`src/rtl/hw_stack_pkg.sv`:
```
// rtl/hw_stack_pkg.sv - shared constants, operation decode types and decode helper for hw_stack
//
// Purpose: default stack geometry shared by the controller, datapath and
// hw_stack, plus the per-cycle command decode used by the stack control.
// Ports: none (package).
package hw_stack_pkg;

  localparam int DEF_WIDTH = 8;
  localparam int DEF_DEPTH = 8;

  typedef enum logic [2:0] {
    OP_HOLD    = 3'd0,
    OP_CLR     = 3'd1,
    OP_PUSH    = 3'd2,
    OP_POP     = 3'd3,
    OP_REPLACE = 3'd4
  } op_t;

  typedef struct packed {
    op_t  op;
    logic set_overflow;
    logic set_underflow;
  } ctl_t;

  // Resolves one cycle's push/pop/clr request against the current fill state.
  // Illegal halves of a request are dropped and only raise the sticky flag.
  function automatic ctl_t stack_decode(input logic clr, input logic push,
                                        input logic pop, input logic empty,
                                        input logic full);
    ctl_t c;
    c.op            = OP_HOLD;
    c.set_overflow  = 1'b0;
    c.set_underflow = 1'b0;
    if (clr) begin
      c.op = OP_CLR;
    end else if (push && pop) begin
      if (empty) begin
        // Pop half has nothing to remove; the push half still lands.
        c.op            = OP_PUSH;
        c.set_underflow = 1'b1;
      end else begin
        c.op = OP_REPLACE;
      end
    end else if (push) begin
      if (full) c.set_overflow = 1'b1;
      else      c.op = OP_PUSH;
    end else if (pop) begin
      if (empty) c.set_underflow = 1'b1;
      else       c.op = OP_POP;
    end
    return c;
  endfunction

endpackage

```
`src/rtl/stack_regfile.sv`:
```
// rtl/stack_regfile.sv - DEPTH x WIDTH register array, one write port, one async read port
//
// Purpose: entry storage for hw_stack. No reset; contents are only
// meaningful below the owner's occupancy count.
// Ports:
//   clk   - write clock
//   we    - write enable
//   waddr - write index
//   wdata - write data
//   raddr - read index
//   rdata - combinational read data
module stack_regfile #(
  parameter  int WIDTH = 8,
  parameter  int DEPTH = 8,
  localparam int AW    = $clog2(DEPTH)
) (
  input  logic             clk,
  input  logic             we,
  input  logic [AW-1:0]    waddr,
  input  logic [WIDTH-1:0] wdata,
  input  logic [AW-1:0]    raddr,
  output logic [WIDTH-1:0] rdata
);

  logic [WIDTH-1:0] mem [DEPTH];

  always_ff @(posedge clk) begin
    if (we) mem[waddr] <= wdata;
  end

  assign rdata = mem[raddr];

endmodule

```
`src/rtl/hw_stack.sv`:
```
// rtl/hw_stack.sv - LIFO stack with occupancy, full/empty and sticky overflow/underflow
//
// Purpose: serves controller push/pop commands; the datapath supplies din
// and consumes dout as top-of-stack. Holds the count register, error flags
// and control decode; entries live in stack_regfile.
// Ports:
//   clk       - clock, all state updates on rising edge
//   rst       - asynchronous active-low reset
//   push      - write din onto the stack
//   pop       - remove the top entry
//   clr       - synchronous clear of entries and error flags, overrides push/pop
//   din       - data to push
//   dout      - top of stack, 0 when empty
//   full      - count == DEPTH
//   empty     - count == 0
//   count     - occupancy 0..DEPTH
//   overflow  - sticky, push attempted while full
//   underflow - sticky, pop attempted while empty
module hw_stack
  import hw_stack_pkg::*;
#(
  parameter  int WIDTH = DEF_WIDTH,
  parameter  int DEPTH = DEF_DEPTH,
  localparam int CW    = $clog2(DEPTH + 1),
  localparam int AW    = $clog2(DEPTH)
) (
  input  logic             clk,
  input  logic             rst,
  input  logic             push,
  input  logic             pop,
  input  logic             clr,
  input  logic [WIDTH-1:0] din,
  output logic [WIDTH-1:0] dout,
  output logic             full,
  output logic             empty,
  output logic [CW-1:0]    count,
  output logic             overflow,
  output logic             underflow
);

  ctl_t             ctl;
  logic             we;
  logic [AW-1:0]    waddr;
  logic [AW-1:0]    raddr;
  logic [WIDTH-1:0] rdata;

  assign full  = (count == CW'(DEPTH));
  assign empty = (count == '0);
  assign ctl   = stack_decode(clr, push, pop, empty, full);

  // Write index: next free slot on push, current top on replace.
  always_comb begin
    we    = 1'b0;
    waddr = '0;
    case (ctl.op)
      OP_PUSH: begin
        we    = 1'b1;
        waddr = AW'(count);
      end
      OP_REPLACE: begin
        we    = 1'b1;
        waddr = AW'(count - CW'(1));
      end
      default: ;
    endcase
  end

  // Read index forced to 0 when empty so it never leaves the array range;
  // the value is masked below anyway.
  assign raddr = empty ? '0 : AW'(count - CW'(1));
  assign dout  = empty ? '0 : rdata;

  stack_regfile #(
    .WIDTH (WIDTH),
    .DEPTH (DEPTH)
  ) u_regfile (
    .clk   (clk),
    .we    (we),
    .waddr (waddr),
    .wdata (din),
    .raddr (raddr),
    .rdata (rdata)
  );

  always_ff @(posedge clk or negedge rst) begin
    if (!rst) begin
      count     <= '0;
      overflow  <= 1'b0;
      underflow <= 1'b0;
    end else begin
      case (ctl.op)
        OP_CLR:  count <= '0;
        OP_PUSH: count <= count + CW'(1);
        OP_POP:  count <= count - CW'(1);
        default: ;
      endcase
      if (ctl.op == OP_CLR) begin
        overflow  <= 1'b0;
        underflow <= 1'b0;
      end else begin
        overflow  <= overflow  | ctl.set_overflow;
        underflow <= underflow | ctl.set_underflow;
      end
    end
  end

endmodule

```
`config.mk`:
```
export PLATFORM = sky130hd
export DESIGN_NAME = hw_stack
export DESIGN_NICKNAME = d
export VERILOG_FILES = /design/src/rtl/hw_stack_pkg.sv /design/src/rtl/stack_regfile.sv /design/src/rtl/hw_stack.sv
export SDC_FILE = /design/constraint.sdc
export NUM_CORES = 1
export LEC_CHECK = 0
export CORE_AREA = 4 4 77 86
export CTS_CLUSTER_DIAMETER = 120
export CTS_CLUSTER_SIZE = 16
export DETAILED_ROUTE_END_ITERATION = 10
export DIE_AREA = 0 0 81 90
export GPL_TIMING_DRIVEN = 0
export HOLD_SLACK_MARGIN = 0.06
export PLACE_DENSITY_LB_ADDON = 0.08
export SYNTH_ARGS = -nofsm -noshare
export SYNTH_HDL_FRONTEND = slang
export SYNTH_SLANG_ARGS = --single-unit
```
`constraint.sdc`:
```
create_clock -name clk -period 4.1 [get_ports clk]
set_input_delay 0.82 -clock clk [delete_from_list [all_inputs] [get_ports clk]]
set_output_delay 0.82 -clock clk [all_outputs]
set_load 0.005 [all_outputs]
```
Yosys cells after proc, flatten, opt, wreduce, memory -nomap -nowiden. Memories as Yosys holds them, arrays and structs flattened. Index checks and enable logic that the tools add are counted.

Bits in writable memories: 64. Bits of input ports: 13. Memories kept: 1. Word-level logic and storage cells: 41. Output and inout bits: 16. Bits in registers: 6.

Memories: u_regfile.mem (words 8, width 8, rd ports 1, clocked after memory_dff 0, wr ports 1, line stack_regfile.sv:25) `logic [WIDTH-1:0] mem [DEPTH];`.

Muxes and demuxes: 24. Bitwise operators: 2. Eq/ne operators: 5. Reductions and logical operators: 4. $add $sub $neg: 2.

Operators with widths (count): 3-bit 2-to-1 mux (6); 1-bit 2-to-1 mux (12); 4-bit case mux with 3 select lines (1); 8-bit 2-to-1 mux (1); 3-bit by 2-bit == test with 1-bit output, second input constant (2); 2-bit 2-to-1 mux (3); 3-bit case mux with 2 select lines (1); 4-bit by 1-bit adder with 4-bit output, second input constant (1); 4-bit == test, second input constant (1); 4-bit logical NOT (1); 4-bit by 1-bit subtractor with 4-bit output, second input constant (1); 3-bit by 1-bit == test with 1-bit output, second input constant (1); 3-bit == test, second input constant (1); 3-bit nonzero test (1); 1-bit bitwise OR (2); 2-bit OR reduction (1); 1-bit logical AND (1).

Longest topological paths before layout. Gate-level depths: netlist (run 1).

Word-level depth: 11. Depth in mapped cells: 11.

Hierarchy. Synthesis (run 1) repeated with hierarchy kept, for this count alone.

Cells, all modules: 176. Area total of the unflattened synthesis: 3108.0 um2.

By module, submodules not included: stack_regfile (times used 1, area each 2531.2 um2, cells an instance 106); hw_stack (times used 1, area each 576.8 um2, cells an instance 70).

Least setup slack after synthesis (run 1). Ideal clock, no wire load.

Kind: register to output. Start: reg count[0]. End: out dout[0]. Buffers on the path: 3. Setup slack: 0.876 ns. Arrival: 2.404 ns. Data required time: 3.280 ns. Stages on the path, launching flop included: 9. Path through: dfrtp_1 -> clkbuf_1 -> inv_1 -> buf_1 -> ha_1 -> buf_2 -> clkinv_1 -> mux4_2 -> o211a_1.

Cells in the longest elaborated chain, start to end: 4.

RTL lines: from (decl) (line hw_stack.sv:36) `output logic [CW-1:0] count,`; from (signal assigned) (line hw_stack.sv:93) `OP_PUSH: count <= count + CW'(1);`; from (signal assigned) (line hw_stack.sv:94) `OP_POP: count <= count - CW'(1);`; 4-bit by 1-bit subtractor with 4-bit output or 4-bit logical NOT (tied branches); 3-bit 2-to-1 mux (line hw_stack.sv:70) `assign raddr = empty ? '0 : AW'(count - CW'(1));`; memory 8 x 8 bit; 8-bit 2-to-1 mux * (line hw_stack.sv:71) `assign dout = empty ? '0 : rdata;`; to (decl) (line hw_stack.sv:33) `output logic [WIDTH-1:0] dout,`.

Mark *: on every way between the ends. The rest lies on a longest branch, timed or not.

Final worst setup path (run 1).
Start: reg count[0]. End: out dout[6].

Same word-level chain as after synthesis.

==> metrics.md, run 1 <==
| Metric | Value |
|---|---|
| Post-Place Setup Slack | -0.446 ns |
| GPL Wtd Cong | 0.877 |
| Synth top area share | 0.594 |
| Data required, critical path | 3.28 ns |
| CP max FO | 10 |
| Post-CTS Hold Fix Bufs | 0 |
| Fin crit share | 0.956 |
| Most used DFF post-synth | edfxtp_1 |
| Wire length per cell | around 20 µm |
| Vias in the first global route | between 2000 and 2500 |
| Final Hold Fails | 0 |
| CTS buffer count | 9 |
| PD cells | between 800 and 900 mW/mm² |
| Share of flip-flops with an asynchronous set or reset | 0.0857 |
| Worst slew margin | 0.280 |
| Initial antenna violation count | 0 |
| CTS tree | built |
| CTS HTree Levels | 3 |
| Pwr Total | approximately 3.1 mW |
| Mux contribution to synthesized area | 0.0855 |
| RR Endpoint | u_regfile.mem[5][7] |
| Largest net degree at the start of global routing | 13 |
| Crit path launch type | register |
| I/O Buffers | 27 |
| DRC viols | 0 |
| Clock-pin slew on the worst setup and hold paths | 0.07 ns |
| FMAX | between 200 and 300 MHz |
| CP Class | register to output pin |
| Die Y-Extent | about 90 µm |
| Yosys reg bits | 70 |
| Layout area overhead | 18.6% |
| Final min period | 3.92 ns |
| Worst-Skew Late Latency | 0.35 ns |
| Net Count, Synth | between 200 and 250 |
| Simple-gate share of the synthesized area | 0.0975 |
| Final Skew | 0.00532 ns |
| Layout Nets | between 200 and 300 |
| Area share of xor/xnor cells in the synthesized design | 0.00542 |
| Leakage | about 1.3 nW |
| Main combinational cell family by area after synthesis | compound AO/OA/AOI/OAI gates |
| First-pass DRT Iterations | 4 |
| Reg2Reg Depth | 10 |
| Setup ws final | around 0.18 ns |
| DR vias | between 2000 and 2500 |
| Syn Area/Cell | 14.4 µm² |
| Core Region | approximately 0.0057 mm² |
| Iter 0 DRT Violations | 180 |
| Die area | 0.00729 mm² |
| Clock root cell | clkbuf_8 |
| Drt total wl | between 7 and 8 mm |
| CP arrival | 3.10 ns |
| Final setup violation count | 0 |
| Post-route ant nets | 0 |
| RSZ-0062 raised after global routing | false |
| Synth warn | 0 |
| Io pins | 29 |
| Hold Path Origin | underflow |
| Synth area leader | edfxtp_1 |
| Critical Path Sink Type | output pin |
| Hold path depth | 2 |
| Chip width | just over 80 µm |
| Worst min path class | register to register |
| Number of max-cap violations | 0 |
| Antenna diodes | 0 |
| Maximum VDD drop | a little over 0.5 mV |
| Internal reg-to-reg setup slack | approximately 0.85 ns |
| Top area cells in the synthesized netlist | edfxtp_1, mux4_2, dfrtp_1 |
| Hold worst-path end | underflow |
| First-pass GRT wire length | about 11 mm |
| Most frequent cell after synthesis | edfxtp_1 |
| Most frequent cells after synthesis | edfxtp_1, nor2_1, nand2_1, a21oi_1, nand2b_1 |
| Row cnt | 29 |
| Starting Density | 0.564 |
| Utilization after layout | 0.669 |
| Worst reg2reg path startpoint | count[0] |
| Clock tree buffer depth | 2 |
| Clock Sinks | 70 |
| Share of cells above drive strength 1 | 0.190 |
| Status | completed |
| Compound-gate portion of the synthesized area | 0.124 |
| Seq/Total Area, Yosys | 0.641 |
| Mapped Area | approximately 0.0032 mm² |
| Synth unique cells | a little over 50 |
| Slew Viols, Final | 0 |
| Gate Count Post-Synth | approximately 220 |
| Tot GR Track Use | 0.212 |
| Gr ovfl total | 0 |
| Avg Vias per Cell | 5.95 |
| Adder-cell share of the synthesized area | 0.00774 |
| EDFF count, synth | 64 |
| Worst Tran Pin Value | approximately 1.1 ns |
| Post-DP HPWL | around 4.6 mm |
## registers in the layout, indices dropped and copies added (netlist names)
name           flops
underflow          1
count              4
overflow           1
u_regfile.mem     64
## cell type report
cell class / count / area, µm²
Sequential cell: 70 / 2070
Fill cell: 493 / 1900
Multi-Input combinational cell: 132 / 1060
Timing Repair Buffer: 29 / 285
Clock buffer: 9 / 124
Buffer: 14 / 97.6
Tap cell: 77 / 96.3
Clock inverter: 7 / 65.1
Inverter: 7 / 35.0
## critical path, stage by stage, from the launching register on
cell,delay (ns)
dfrtp_2,0.47
inv_4,0.13
buf_6,0.16
ha_2,0.23
or3b_4,0.43
buf_6,0.18
inv_6,0.07
buf_12,0.12
o21ai_2,0.05
o211a_1,0.13
nor4_2,0.23
clkdlybuf4s50_1,0.53
## per-layer routing
metal / vias up / part of all wire / global-route usage
met1: 1023 / 0.42 / 0.281
met4: 0 / 0.018 / 0.110
met3: 10 / 0.056 / 0.0410
met2: 65 / 0.50 / 0.329
met5: - / 0 / 0
li1: 955 / - / -
## kinds of logic (layout without fill, tap and decap cells)
| group | count (synthesis) | count (layout) |
|---|---|---|
| xor gates and xnor gates | 2 | 2 |
| and+or+nand+nor | 57 | 57 |
| AOI/OAI and AO/OA | 53 | 53 |
| DFF | 70 | 70 |
| muxes | 18 | 18 |
| adders and majority gates | 2 | 2 |
| buffers and inverters | 22 | 66 |
## power by group
group	leakage (nW)	internal [mW]	switching, mW	total (mW)
logic	0.572	0.857	0.846	1.70
clock network	0.0964	0.276	0.256	0.532
registers	0.656	0.847	0.0413	0.888
total	1.32	1.98	1.14	3.12
## what timing repair did
action,in CTS,in global routing
setup endpoints to repair,9,8
gates resized for setup,9,3
pin swaps,0,0
setup buffers,0,2
## stage by stage
step | instance area [µm²] | hold WS, ns | instances | TNS [ns]
after detailed placement | 3600 | 0.494 | 328 | -2.97
after floorplan | 3230 | 0.486 | 224 | 0
after global placement | 3600 | 0.482 | 328 | -2.77
final | 3830 | 0.504 | 345 | 0
after global routing | 3830 | 0.532 | 345 | 0
after CTS | 3810 | 0.512 | 343 | 0
## how the worst max path moves through the flow
stage             start  endpoint  slack [ns]  cells past startpoint
5_1_grt        count[0]   dout[6]        0.01                     11
2_1_floorplan  count[0]   dout[0]        0.88                      8
6_report       count[0]   dout[6]        0.18                     11
3_5_place_dp   count[0]   dout[1]       -0.45                     12
3_3_place_gp   count[0]   dout[1]       -0.43                     12
4_1_cts        count[0]   dout[6]        0.02                     11
## layout by cell type (no fill, tap or decap), types with 2 or more instances in the layout
master,count
nor3_1,5
o211ai_1,3
o311ai_0,2
nand2b_1,8
clkbuf_8,9
a21o_1,2
nor2b_1,4
edfxtp_1,64
buf_6,3
a21oi_1,9
o21a_1,8
buf_2,2
mux2_2,7
and2_1,2
clkdlybuf4s50_1,27
o21ai_0,2
buf_4,3
nor2_1,11
or2b_1,4
nand3_1,3
clkbuf_1,7
nand2_1,10
mux4_2,7
mux2i_1,4
o22ai_1,6
clkinv_2,4
o21ai_2,2
nor4_1,2
dfrtp_1,5
o211a_1,7
and3b_1,2
a211oi_1,3
inv_1,4
Note: power is estimated with default switching activity, not from simulation.
==> run 2: changes to the inputs <==
--- a/config.mk
+++ b/config.mk
@@ -5,11 +5,11 @@
 export SDC_FILE = /design/constraint.sdc
 export NUM_CORES = 1
 export LEC_CHECK = 0
-export CORE_AREA = 4 4 77 86
+export CORE_AREA = 4 4 81 91
 export CTS_CLUSTER_DIAMETER = 120
 export CTS_CLUSTER_SIZE = 16
 export DETAILED_ROUTE_END_ITERATION = 10
-export DIE_AREA = 0 0 81 90
+export DIE_AREA = 0 0 85 95
 export GPL_TIMING_DRIVEN = 0
 export HOLD_SLACK_MARGIN = 0.06
 export PLACE_DENSITY_LB_ADDON = 0.08
==> constraint.sdc (replaced) <==
create_clock -name clk -period 3.3 [get_ports clk]
set_input_delay 0.66 -clock clk [delete_from_list [all_inputs] [get_ports clk]]
set_output_delay 0.66 -clock clk [all_outputs]
set_load 0.005 [all_outputs]
==> run 2 against run 1 <==
- via count fell by 1.6%
- die area up 11%
- design area is 2.2% higher
- clock skew up 0.0044 ns
- clock power up 40%
- global-route usage is 1.6 points lower
- largest power group unchanged
- utilization down 6.4 points
- highest routed layer unchanged
==> metrics.md, run 2 (synthesis gave the netlist of run 1 again) <==
| Metric | Value |
|---|---|
| Die Y-Extent | 95 µm (+5.6%) |
| Hold path depth | 2 (unchanged) |
| Slowest cell on crit path | mux4_2 |
| Biggest regs | u_regfile.mem x64, count x4 |
| Chip width | 85 µm (+4.9%) |
| First-pass GRT wire length | 11.5 mm (+3.2%) |
| Largest register FFs | 64 (unchanged) |
| Tot GR Track Use | 0.197 (-0.0158) |
| Commonest cells after routing, fill and taps aside | edfxtp_1, clkdlybuf4s50_1, nor2_1 |
| Largest net degree at the start of global routing | 13 (unchanged) |
| Share of cells above drive strength 1 | 0.228 (+0.0376) |
| Wire length per cell | 20.5 µm (+0.66%) |
| CP Class | register to output pin |
| CP max FO | 4 (-6) |
| Post-route ant nets | 0 (unchanged) |
| Clock root cell | clkbuf_8 |
| Antenna diodes | 0 (unchanged) |
| Leakage | 1.39 nW (+4.7%) |
| Io pins | 29 (unchanged) |
| Clock Sinks | 70 (unchanged) |
| Worst-Skew Late Latency | 0.34 ns (about the same) |
| Gr ovfl total | 0 (unchanged) |
| Layout area overhead | 21.2% |
| DRC viols | 0 (unchanged) |
| Crit path launch type | register |
| Final Hold Fails | 0 (unchanged) |
| PD cells | 1040 mW/mm² (+27%) |
| Final Skew | 0.00976 ns (+0.00444 ns) |
| Fin crit share | 0.968 |
| Layout Nets | 282 (+1.4%) |
| Iter 0 DRT Violations | 130 (-28%) |
| CP Cell Sequence | inv_4 -> buf_12 -> ha_4 -> or3b_4 -> buf_4 -> or2b_1 -> mux4_2 -> o211a_1 -> buf_2 |
| Worst min path class | register to register |
| Starting Density | 0.499 (-0.0648) |
| Initial antenna violation count | 0 (unchanged) |
| Worst Tran Pin Value | 1.04 ns (-0.0329 ns) |
| CTS tree | built |
| I/O Buffers | 27 (unchanged) |
| Crit path largest cell delay | 0.46 ns (-0.07 ns) |
| Fillers | 512 (+3.9%) |
| Post-DP HPWL | 4.58 mm (+0.28%) |
| Status | completed |
| Slew Viols, Final | 0 (unchanged) |
| First-pass DRT Iterations | 4 (unchanged) |
| Number of max-cap violations | 0 (unchanged) |
| Top reg by flops | u_regfile.mem |
| Die area | 0.00808 mm² (+11%) |
| Critical Path Sink Type | output pin |
| Core Region | 0.00648 mm² (+13%) |
| Maximum VDD drop | 0.656 mV (+30%) |
| FMAX | 313 MHz |
| Avg Vias per Cell | 5.71 (-4.1%) |
| Setup Total Neg Slack | 0 ns (unchanged) |
| Commonest non-fill, non-tap cell in the layout | edfxtp_1 |
| Reg2Reg Depth | 10 (unchanged) |
| RSZ-0062 raised after global routing | false |
| CTS buffer count | 9 (unchanged) |
| CTS HTree Levels | 3 (unchanged) |
| Final setup violation count | 0 (unchanged) |
| Clock-pin slew on the worst setup and hold paths | 0.08 ns (about the same) |
| Vias in the first global route | 2076 (+1.7%) |
| Reg area | 0.00207 mm² (about the same) |
| Clock tree buffer depth | 2 (unchanged) |
| Pwr Total | 4.06 mW (+30%) |
| GPL Wtd Cong | 0.790 (-9.9%) |
| Data required, critical path | 2.64 ns (-0.64 ns) |
| Final min period | 3.19 ns |
| Worst slew margin | 0.302 (+0.0220) |
| Drt total wl | 7.27 mm (+3.3%) |
| DR vias | 2021 (-1.6%) |
| CP arrival | 2.53 ns (-0.57 ns) |
| Area of the multi-input gates | 0.00107 mm² (+1.7%) |
| Row cnt | 31 (+6.9%) |
## run 2: final timing paths
check                      startpoint                  end  slack (ns)
max                          count[0]              dout[0]        0.11
min                         underflow            underflow        0.50
max reg2reg                  count[0]  u_regfile.mem[5][1]        0.31
min reg2reg                 underflow            underflow        0.50
max in group asynchronous         rst             count[1]        2.50
min in group asynchronous         rst             count[3]        0.56
## run 2: power breakdown
part | switching [mW] | internal (mW)
logic | 1.12 | 1.10
clock network | 0.320 | 0.425
registers | 0.0465 | 1.05
total | 1.48 | 2.58
## run 2: final cells by class
| type | count | area share |
|---|---|---|
| Tap cell | 82 | 0.0262 |
| Buffer | 12 | 0.0281 |
| Clock inverter | 6 | 0.0217 |
| Sequential cell | 70 | 0.529 |
| Inverter | 7 | 0.00990 |
| Timing Repair Buffer | 35 | 0.0779 |
| Clock buffer | 10 | 0.0326 |
| Multi-Input combinational cell | 132 | 0.274 |
## run 2: repair_timing
item / CTS / global route
resized for setup: 42 / 3
hold buffers: 0 / 0
setup buffers: 9 / 0
endpoints found under the setup margin: 74 / 5
pin swaps: 1 / 0
## run 2: stage by stage
stage	setup WS, ns	hold slack, ns	utilization	std cells	area (µm²)
after CTS	0.00386	0.508	0.607	355	3930
after global routing	0.00913	0.534	0.605	354	3920
after floorplan	0.236	0.364	-	224	3230
after global placement	-1.08	0.484	0.557	333	3610
after detailed placement	-1.18	0.490	0.557	333	3610
final	0.105	0.500	0.605	354	3920
## run 2: critical path: cells and delay by family (launching register included)
family	cells	cell delay (ns)
and+or+nand+nor	2	0.47
adders and majority gates	1	0.16
buffers and inverters	4	0.46
DFF	1	0.42
AOI/OAI and AO/OA	1	0.22
muxes	1	0.46
## run 2: layer usage
layer | global-route usage | vias to the layer above | wire length (µm)
met5 | 0 | - | 0
met4 | 0.0726 | 0 | 151
met3 | 0.0480 | 11 | 252
met2 | 0.312 | 44 | 3550
met1 | 0.263 | 1008 | 3310
li1 | - | 958 | -
